$ cat config.mk
export PLATFORM = sky130hd
export DESIGN_NAME = seq_restoring_divider
export DESIGN_NICKNAME = d
export VERILOG_FILES = /design/src/rtl/seq_restoring_divider.sv
export SDC_FILE = /design/constraint.sdc
export NUM_CORES = 1
export LEC_CHECK = 0
export CORE_MARGIN = 5
export CORE_UTILIZATION = 38
export DETAILED_ROUTE_END_ITERATION = 10
export PLACE_DENSITY = 0.68
export SLEW_MARGIN = 5
export SYNTH_ARGS = -nofsm -noshare
export SYNTH_HDL_FRONTEND = slang
export SYNTH_SLANG_ARGS = --single-unit
$ cat constraint.sdc
create_clock -name clk -period 2.2 [get_ports clk]
set_input_delay 0.22 -clock clk [delete_from_list [all_inputs] [get_ports clk]]
set_output_delay 0.22 -clock clk [all_outputs]
set_load 0.005 [all_outputs]
$ cat src/rtl/seq_restoring_divider.sv
// ---------------------------------------------------------------------------
// seq_restoring_divider
//   Sequential unsigned restoring divider: DW-bit dividend / VW-bit divisor,
//   one quotient bit retired per clock, valid/ready handshake on both sides.
//   dividend = quotient*divisor + remainder, remainder < divisor.
//   Divide-by-zero returns quotient = all ones, remainder = dividend[VW-1:0]
//   and flags div_zero.
//
//   Optional build macro: DIV_SELFCHECK_EN
//     Adds output check_err, an arithmetic self-check of the result that is
//     registered alongside the outputs; out_valid is delayed one cycle.
// ---------------------------------------------------------------------------
module seq_restoring_divider #(
   parameter int DW = 8,
   parameter int VW = 4
) (
   input  logic          clk,
   input  logic          rst_n,
   input  logic          in_valid,
   output logic          in_ready,
   input  logic [DW-1:0] dividend,
   input  logic [VW-1:0] divisor,
   output logic          out_valid,
   input  logic          out_ready,
   output logic [DW-1:0] quotient,
   output logic [VW-1:0] remainder,
   output logic          div_zero
`ifdef DIV_SELFCHECK_EN
   ,
   output logic          check_err
`endif
);

   localparam int CW = $clog2(DW + 1);

   typedef enum logic [1:0] {
      S_IDLE = 2'd0,
      S_RUN  = 2'd1,
      S_DONE = 2'd2
   } state_t;

   state_t        state;
   logic [CW-1:0] count;

   // Working registers. The stored partial remainder is always < divisor after
   // the restore step, so VW bits hold it; the VW+1-bit value exists only as
   // the shifted intermediate inside div_step.
   logic [DW-1:0] dvd;
   logic [VW-1:0] dsr;
   logic [VW-1:0] pr;
   logic [DW-1:0] q;

`ifdef DIV_SELFCHECK_EN
   logic [DW-1:0] dvd_orig;
   logic          done_ph;
`endif

   logic          accept;
   logic          step_en;
   logic [VW+1:0] step_res;

   // One restoring step: shift in the next dividend bit, trial-subtract the
   // divisor, and restore if it would go negative. Returns {new_pr, qbit}.
   function automatic logic [VW+1:0] div_step(input logic [VW-1:0] pr_in,
                                              input logic          bit_in,
                                              input logic [VW-1:0] d);
      logic [VW:0] t;
      logic [VW:0] diff;
      t    = {pr_in, bit_in};
      diff = t - {1'b0, d};
      if (t >= {1'b0, d})
         div_step = {diff, 1'b1};
      else
         div_step = {t, 1'b0};
   endfunction

`ifdef DIV_SELFCHECK_EN
   // Result consistency: q*d + r must reproduce the dividend and r < d.
   // A zero divisor has its own defined result and is never flagged.
   function automatic logic div_check(input logic [DW-1:0] n,
                                      input logic [VW-1:0] d,
                                      input logic [DW-1:0] qq,
                                      input logic [VW-1:0] r);
      logic [DW+VW-1:0] prod;
      prod = ({{VW{1'b0}}, qq} * {{DW{1'b0}}, d}) + {{DW{1'b0}}, r};
      div_check = (d != '0) && ((prod != {{VW{1'b0}}, n}) || (r >= d));
   endfunction
`endif

   assign accept   = (state == S_IDLE) && in_valid && in_ready;
   assign step_en  = (state == S_RUN) && (count != '0);
   assign step_res = div_step(pr, dvd[DW-1], dsr);

   // Datapath: load operands on accept, then one shift/subtract per RUN cycle.
   always_ff @(posedge clk) begin
      if (accept) begin
         dvd <= dividend;
         dsr <= divisor;
         if (divisor == '0) begin
            q  <= '1;
            pr <= dividend[VW-1:0];
         end else begin
            q  <= '0;
            pr <= '0;
         end
`ifdef DIV_SELFCHECK_EN
         dvd_orig <= dividend;
`endif
      end else if (step_en) begin
         pr  <= step_res[VW:1];
         q   <= {q[DW-2:0], step_res[0]};
         dvd <= {dvd[DW-2:0], 1'b0};
      end
   end

   // Control FSM with registered handshake and result outputs.
   always_ff @(posedge clk or negedge rst_n) begin
      if (!rst_n) begin
         state     <= S_IDLE;
         count     <= '0;
         in_ready  <= 1'b1;
         out_valid <= 1'b0;
         quotient  <= '0;
         remainder <= '0;
         div_zero  <= 1'b0;
`ifdef DIV_SELFCHECK_EN
         done_ph   <= 1'b0;
         check_err <= 1'b0;
`endif
      end else begin
         case (state)
            S_IDLE: begin
               if (accept) begin
                  in_ready <= 1'b0;
                  count    <= CW'(DW);
`ifdef DIV_SELFCHECK_EN
                  done_ph  <= 1'b0;
`endif
                  if (divisor != '0)
                     state <= S_RUN;
                  else
                     state <= S_DONE;
               end
            end

            S_RUN: begin
               // The last iteration happens on the same edge that enters DONE.
               if (count != '0)
                  count <= count - CW'(1);
               if (count <= CW'(1))
                  state <= S_DONE;
            end

            S_DONE: begin
               if (!out_valid) begin
`ifdef DIV_SELFCHECK_EN
                  if (!done_ph) begin
                     done_ph   <= 1'b1;
                     quotient  <= q;
                     remainder <= pr;
                     div_zero  <= (dsr == '0);
                     check_err <= div_check(dvd_orig, dsr, q, pr);
                  end else begin
                     out_valid <= 1'b1;
                  end
`else
                  out_valid <= 1'b1;
                  quotient  <= q;
                  remainder <= pr;
                  div_zero  <= (dsr == '0);
`endif
               end else if (out_ready) begin
                  out_valid <= 1'b0;
                  in_ready  <= 1'b1;
                  state     <= S_IDLE;
               end
            end

            default: begin
               state     <= S_IDLE;
               in_ready  <= 1'b1;
               out_valid <= 1'b0;
            end
         endcase
      end
   end

endmodule

Word-level counts from Yosys, hierarchy flattened
Index checks and enable logic that the tools add are counted.
- register bits after elaboration: 45
- output and inout bits: 15
- multiplexer cells: 25
- bitwise gates (word level): 2
- eq/ne operators: 7
- reductions and logical operators: 15
- $lt $le $gt $ge: 2
- $add $sub $neg: 2
- operators with widths (kind ; number):
    2-to-1 mux 8 bit ; 5
    2-to-1 mux 4 bit ; 5
    2-to-1 mux 2 bit ; 5
    logical NOT 4 bit ; 2
    one-hot mux 4 bit (2 select lines) ; 1
    AND reduction 4 bit ; 2
    nonzero test 4 bit ; 2
    != test 2 bit (second input constant) ; 3
    one-hot mux 2 bit (3 select lines) ; 1
    greater-or-equal comparator 5 x 4 -> 1 bit ; 1
    2-to-1 mux 1 bit ; 5
    2-to-1 mux 5 bit ; 1
    <= comparator 4 x 1 -> 1 bit (second input constant) ; 1
    != test 2 x 1 -> 1 bit (second input constant) ; 2
    nonzero test 2 bit ; 2
    subtractor 4 x 1 -> 4 bit (second input constant) ; 1
    subtractor 4 bit ; 1
    logical AND 1 bit ; 3
    one-hot mux 1 bit (3 select lines) ; 1
    AND reduction 3 bit ; 1
    == test 2 x 1 -> 1 bit (second input constant) ; 1
    == test 2 bit (second input constant) ; 1
    logical NOT 2 bit ; 1
    inverter 1 bit ; 2
    other kinds (3) ; 3

Depth between registers and ports, before layout
Gate-level depths: netlist (run 1).
- depth after elaboration: 5
- depth in mapped cells: 7
- mapped depth without buffers: 7

Worst setup path before layout (run 1)
No wires, ideal clock.
- kind: reg-to-reg
- from: register count[0]
- to: register dvd[0] (enable)
- required time: 1.798 ns
- setup slack: 0.345 ns
- arrival: 1.453 ns
- library setup time: 0.402 ns
- cell stages (with the launch flop): 6
- path buffers: 0
- period minus slack after synthesis: 1.855 ns
- path through: dfrtp_1 -> inv_1 -> ha_1 -> or3b_1 -> nand2_1 -> nand2_1
- longest elaborated chain between the ends: 3
- ends and longest elaborated chain (item ; line ; text):
    start, declared ; 43 ; logic [CW-1:0] count;
    start signal, assigned ; 135 ; count <= CW'(DW);
    start signal, assigned ; 149 ; count <= count - CW'(1);
    nonzero test 4 bit ; 91 ; assign step_en = (state == S_RUN) && (count != '0);
    logical AND 1 bit ; 91 ;
    nonzero test 2 bit (no line) ; n/a ;
    end signal, assigned ; 97 ; dvd <= dividend;
    end signal, assigned ; 112 ; dvd <= {dvd[DW-2:0], 1'b0};
    end, declared ; 48 ; logic [DW-1:0] dvd;
Every way passes these cells.
A chain may end at the register's enable or synchronous reset.

Worst setup path in the final report (run 1)
- from: register dsr[0]
- to: register pr[0], data pin
- longest elaborated chain between the ends: 4
- elaborated cells on any way between the ends: 5
- ends and longest elaborated chain (item ; line ; text):
    start, declared ; 49 ; logic [VW-1:0] dsr;
    start signal, assigned ; 98 ; dsr <= divisor;
    subtractor 4 bit / greater-or-equal comparator 5 x 4 -> 1 bit (equally long branches) ; 70, 71 ;
    2-to-1 mux 5 bit (*) ; 71 ; if (t >= {1'b0, d})
    2-to-1 mux 4 bit (*) ; 109 ; end else if (step_en) begin
    2-to-1 mux 4 bit (*) ; 96 ; if (accept) begin
    end signal, assigned ; 101 ; pr <= dividend[VW-1:0];
    end signal, assigned ; 110 ; pr <= step_res[VW:1];
    end, declared ; 50 ; logic [VW-1:0] pr;
Mark *: on every way between the ends. The rest lies on a longest branch, timed or not. The select of a mux whose other input is x is not followed.

==> results of run 1 <==
-- final timing paths --
path / to
worst max-delay path: pr[0]$_DFFE_PP_
worst min-delay path: quotient[6]$_DFFE_PN0P_
worst max register to register: pr[0]$_DFFE_PP_
worst min register to register: quotient[7]$_DFFE_PN0P_
max in group asynchronous: in_ready$_DFFE_PN1P_
min in group clk: quotient[7]$_DFFE_PN0P_
-- cell type report --
type / instances / area, sq um
inverters: 11 / 41.3
clock inverters: 3 / 25.0
repair buffers: 37 / 353
well taps: 72 / 90.1
multi-input cells: 118 / 787
flip-flops and latches: 45 / 1250
fillers: 506 / 2830
clock buffers: 5 / 68.8
-- state kept, by name (all words and copies together) (netlist names) --
| signal | flops |
|---|---|
| dvd | 8 |
| q | 8 |
| quotient | 8 |
| count | 4 |
| dsr | 4 |
| pr | 4 |
| remainder | 4 |
| state | 2 |
| div_zero | 1 |
| in_ready | 1 |
| out_valid | 1 |
-- power breakdown --
part | internal [uW] | switching, uW | leakage, uW
combinational | 26.0 | 15.6 | 0.000586
clock | 229 | 302 | 0.0000447
sequential | 881 | 0 | 0.000453
-- layer usage --
layer | share of wire, % | track usage [%] | vias up
li1 | - | - | 707
met1 | 47 | 17.1 | 676
met2 | 47 | 18.6 | 31
met3 | 5.1 | 3.43 | 4
met4 | 0.96 | 3.88 | 0
met5 | 0 | 0 | -
-- logic make-up after synthesis --
| logic type | count (synthesis) |
|---|---|
| AOI/OAI and AO/OA | 26 |
| DFF | 45 |
| xor gates and xnor gates | 3 |
| muxes | 14 |
| buffers and inverters | 17 |
| adders and majority gates | 8 |
| and+or+nand+nor | 67 |
-- cell usage after synthesis, drive strengths merged (3+ instances only) --
library cell / count / area [sq um]
edfxtp: 24 / 721
buf: 4 / 22.5
nand2: 45 / 169
dfrtp: 20 / 500
and2: 3 / 18.8
nor2: 5 / 18.8
a21oi: 3 / 15.0
nand3: 3 / 15.0
mux2: 13 / 146
o211ai: 3 / 22.5
o21ai: 5 / 25.0
inv: 11 / 41.3
ha: 7 / 87.6
-- stage by stage --
step / area, sq um / setup WS [ns] / utilization (%)
floorplan: 2110 / 0.345 / -
global placement: 2520 / 0.283 / 46.3
detailed placement: 2520 / 0.255 / 46.3
CTS: 2610 / 0.177 / 48.0
global route: 2610 / 0.0753 / 48.0
finish: 2610 / 0.171 / 48.0
-- worst max-delay path, stage by stage (launching register included) --
cell       delay, ns
edfxtp_1        0.42
ha_1            0.33
and2b_1         0.21
o211ai_1        0.35
a2111oi_0       0.20
a221o_1         0.29
==> results.json, run 1 <==
{
  "status": "completed",
  "ff2ff_setup_slack_ns": 0.17,
  "clock-sinks": 45,
  "worstSetupStartpointType": "register",
  "root_buffer": "clkbuf_8",
  "path_clk_slew_ns": 0.10,
  "seq_area_frac_synth_pct": 59.2,
  "fin_nets": 242,
  "syn_to_final_growth_pct": 24.1,
  "grt_max_degree": 22,
  "io_pins": 31,
  "synth_compound_area_share_pct": 8.91,
  "path_class": "reg -> reg",
  "synth_adder_area_share_pct": 5.11,
  "synth_edf_count": 24,
  "dpl.hpwl_mm": 3.02,
  "mostFrequentLayoutCells": "nand2_1, clkdlybuf4s50_1, edfxtp_1, dfrtp_1, mux2_2",
  "grt_first_pass_wirelength_mm": 6.96,
  "htree_levels": 2,
  "start_util_pct": 38.7,
  "synth_warnings": 0,
  "clock.fmax_mhz": 493,
  "syn_avg_cell_area_sq_um": 11.7,
  "num_vias": 1418,
  "p_per_area_nw_per_um2": 557,
  "gp_congestion": 0.890,
  "power_leakage_uw": 0.00108,
  "timing.rr.start": "dsr[0]$_DFFE_PP_",
  "die_x_um": 84.4,
  "max_slew_margin_pct": 66.9,
  "ys_async_sr_fraction_pct": 46.7,
  "end_kind": "register",
  "synth_top_family_by_area": "simple AND/OR/NAND/NOR gates",
  "core_area_sq_um": 5440,
  "syn_inst": 180,
  "cts_resized": 0,
  "ys_types": 41,
  "port_buffers": 30,
  "insertion_delay_ns": 0.30,
  "vdd_ir_drop_max_v": 0.000495,
  "diodes": 0,
  "synthXorXnorAreaFrac_pct": 1.25,
  "hold_path.class": "in -> async",
  "cts_buffers": 5,
  "fin_crit_sh_pct": 92.2,
  "drive_gt1_share_pct": 14.2,
  "cp-startpoint": "dsr[0]$_DFFE_PP_",
  "slew_viol_final": 0,
  "wl_per_cell_um": 13.9,
  "finalSetupViolations": 0,
  "final_antenna_net_count": 0,
  "drcViolationCount": 0,
  "finClkSkew_ns": 0.0103,
  "grt_overflow": 0,
  "fin_crit_ns": 2.03,
  "crit_arrival_ns": 2.08,
  "synth-simple-area-share_pct": 14.7,
  "syn_area_sq_um": 2110,
  "grt_use_total_pct": 12.3,
  "viasPerCell": 4.87,
  "yosys_most_used_dff": "edfxtp_1",
  "dr.pass1.iters": 4,
  "hold_ws_ns": 0.251,
  "grt_pass1_vias": 1386,
  "synth_mux_area_share_pct": 7.43,
  "cts_tree": "done",
  "p_total_uw": 1450,
  "setup_tns_ns": 0,
  "clockBufferDepth": 2,
  "hold_buffers": 0,
  "antenna_found_initial": 0,
  "grt_setup_unrepaired": "no",
  "syn_nets": 204,
  "die_h_um": 84.4,
  "postCtsSetupBuffers": 0,
  "hold_viol": 0,
  "critical_path.max_fanout": 4,
  "final_common_cell": "nand2_1",
  "final_cells": 291,
  "ys_ff_latch": 45,
  "dieArea_sq_um": 7130,
  "drtIter0Drc": 85,
  "tightest_slew_ns": 0.484,
  "routed_wl_mm": 4.05,
  "maxCapViolCount": 0,
  "rows": 27,
  "dp_cells": 283,
  "crit_required_ns": 2.25,
  "ff2ff_path_depth": 5
}
Note: power is estimated with default switching activity, not from simulation.
==> inputs of run 2 (changes only) <==
CAP_MARGIN = 20   (was default)
PLACE_DENSITY = 0.71   (was 0.68)
clock period = 1.71 ns   (was 2.2 ns; I/O delays follow)
==> results.json, run 2 (same netlist as run 1, synthesis figures left out) <==
{
  "crit_required_ns": 1.76,
  "grt_setup_unrepaired": "yes",
  "slew_viol_final": 0,
  "crit_arrival_ns": 2.01,
  "insertion_delay_ns": 0.30,
  "maxCapViolCount": 0,
  "wl_per_cell_um": 14.0,
  "final_util_pct": 52.4,
  "routed_wl_mm": 4.37,
  "fin_crit_sh_pct": 115,
  "dp_cells": 298,
  "core_area_sq_um": 5440,
  "cts_tree": "done",
  "dieArea_sq_um": 7130,
  "slowest_delay_ns": 0.44,
  "violations": "negative setup slack",
  "start_util_pct": 38.7,
  "gp_congestion": 0.818,
  "cpMaxStageDelayCell": "edfxtp_1",
  "tightest_slew_ns": 0.432,
  "grt_pass1_vias": 1505,
  "timing.final.ws_setup_ns": -0.251,
  "die_x_um": 84.4,
  "hold_viol": 0,
  "hold_buffers": 0,
  "clock.fmax_mhz": 510,
  "mostFrequentLayoutCells": "nand2_1, clkdlybuf4s50_1, buf_4, edfxtp_1, dfrtp_1",
  "port_buffers": 30,
  "grt_use_met3_pct": 3.63,
  "clock-sinks": 45,
  "rows": 27,
  "end_kind": "register",
  "grt.busiest_layer": "met2",
  "die_h_um": 84.4,
  "dp_slack_ns": -0.182,
  "hold_path.class": "in -> async",
  "path_class": "reg -> reg",
  "fin_crit_ns": 1.96,
  "crit_family": "compound AO/OA/AOI/OAI gates",
  "clockBufferDepth": 2,
  "power_leakage_uw": 0.00120,
  "drtIter0Drc": 103,
  "final_cells": 312,
  "grtUsageMet1_pct": 16.9,
  "p_per_area_nw_per_um2": 680,
  "grt_util_met2_pct": 21.0,
  "setup_tns_ns": -0.817,
  "final_antenna_net_count": 0,
  "status": "finished with violations",
  "num_vias": 1531,
  "antenna_found_initial": 0,
  "crit_buf_inv": 0,
  "drcViolationCount": 0,
  "top_regs": "dvd (8), q (8), quotient (8)",
  "finalSetupViolations": 5,
  "grt_overflow": 0,
  "viasPerCell": 4.91,
  "io_pins": 31,
  "fin_nets": 263,
  "vdd_ir_drop_max_v": 0.000427,
  "critical_path.max_fanout": 4,
  "finClkSkew_ns": 0.00951,
  "htree_levels": 2,
  "dr.pass1.iters": 4,
  "crit_chain": "ha_4 > and2b_1 > o211ai_1 > a211oi_2 > a221o_1",
  "root_buffer": "clkbuf_8",
  "diodes": 0,
  "syn_to_final_growth_pct": 35.4,
  "grt_first_pass_wirelength_mm": 7.42,
  "grt_max_degree": 22,
  "max_slew_margin_pct": 70.9,
  "path_clk_slew_ns": 0.09,
  "dpl.hpwl_mm": 3.19,
  "cts_buffers": 5,
  "grt_use_total_pct": 13.1,
  "final_common_cell": "nand2_1",
  "drive_gt1_share_pct": 27.5,
  "worstSetupStartpointType": "register"
}
-- run 2: per-stage QoR --
| step | area (sq um) | hold slack, ns | power, uW |
|---|---|---|---|
| after floorplan | 2110 | -0.125 | 1160 |
| after global placement | 2650 | 0.464 | 1210 |
| after detailed placement | 2650 | 0.467 | 1210 |
| after CTS | 2830 | 0.230 | 1960 |
| after global routing | 2850 | 0.248 | 2020 |
| final | 2850 | 0.223 | 1940 |
-- run 2: what timing repair did --
| item | CTS | global route |
|---|---|---|
| setup buffers | 4 | 2 |
| pin swaps | 7 | 3 |
| resized for setup | 12 | 4 |
| endpoints found under the setup margin | 5 | 27 |
-- run 2: final cells by class --
class / instances / area (sq um)
fillers: 456 / 2590
flip-flops and latches: 45 / 1250
multi-input cells: 118 / 840
repair buffers: 58 / 523
clock buffers: 6 / 93.8
well taps: 72 / 90.1
inverters: 11 / 41.3
clock inverters: 2 / 16.3
-- run 2: power by group --
part	internal, uW	switching [uW]	leakage (uW)
registers	1130	0	0.000453
clock network	379	371	0.0000525
logic	34.8	21.0	0.000694
total	1550	392	0.00120
-- run 2: final timing paths --
path	cells past startpoint	to	start	slack (ns)
max	5	pr[1]$_DFFE_PP_	dsr[0]$_DFFE_PP_	-0.25
min	2	remainder[3]$_DFFE_PN0P_	rst_n	0.22
max reg2reg	5	pr[1]$_DFFE_PP_	dsr[0]$_DFFE_PP_	-0.25
min reg2reg	1	quotient[7]$_DFFE_PN0P_	q[7]$_DFFE_PP_	0.48
max in group asynchronous	2	in_ready$_DFFE_PN1P_	rst_n	1.21
min in group clk	1	dsr[1]$_DFFE_PP_	divisor[1]	0.45
-- run 2: metal layers --
metal  routed length (um)  vias up  part of all wire (%)
li1                     -      753                     -
met1                 1880      724                    43
met2                 2150       46                    49
met3                  255        8                   5.8
met4                   80        0                   1.8
met5                    0        -                     0
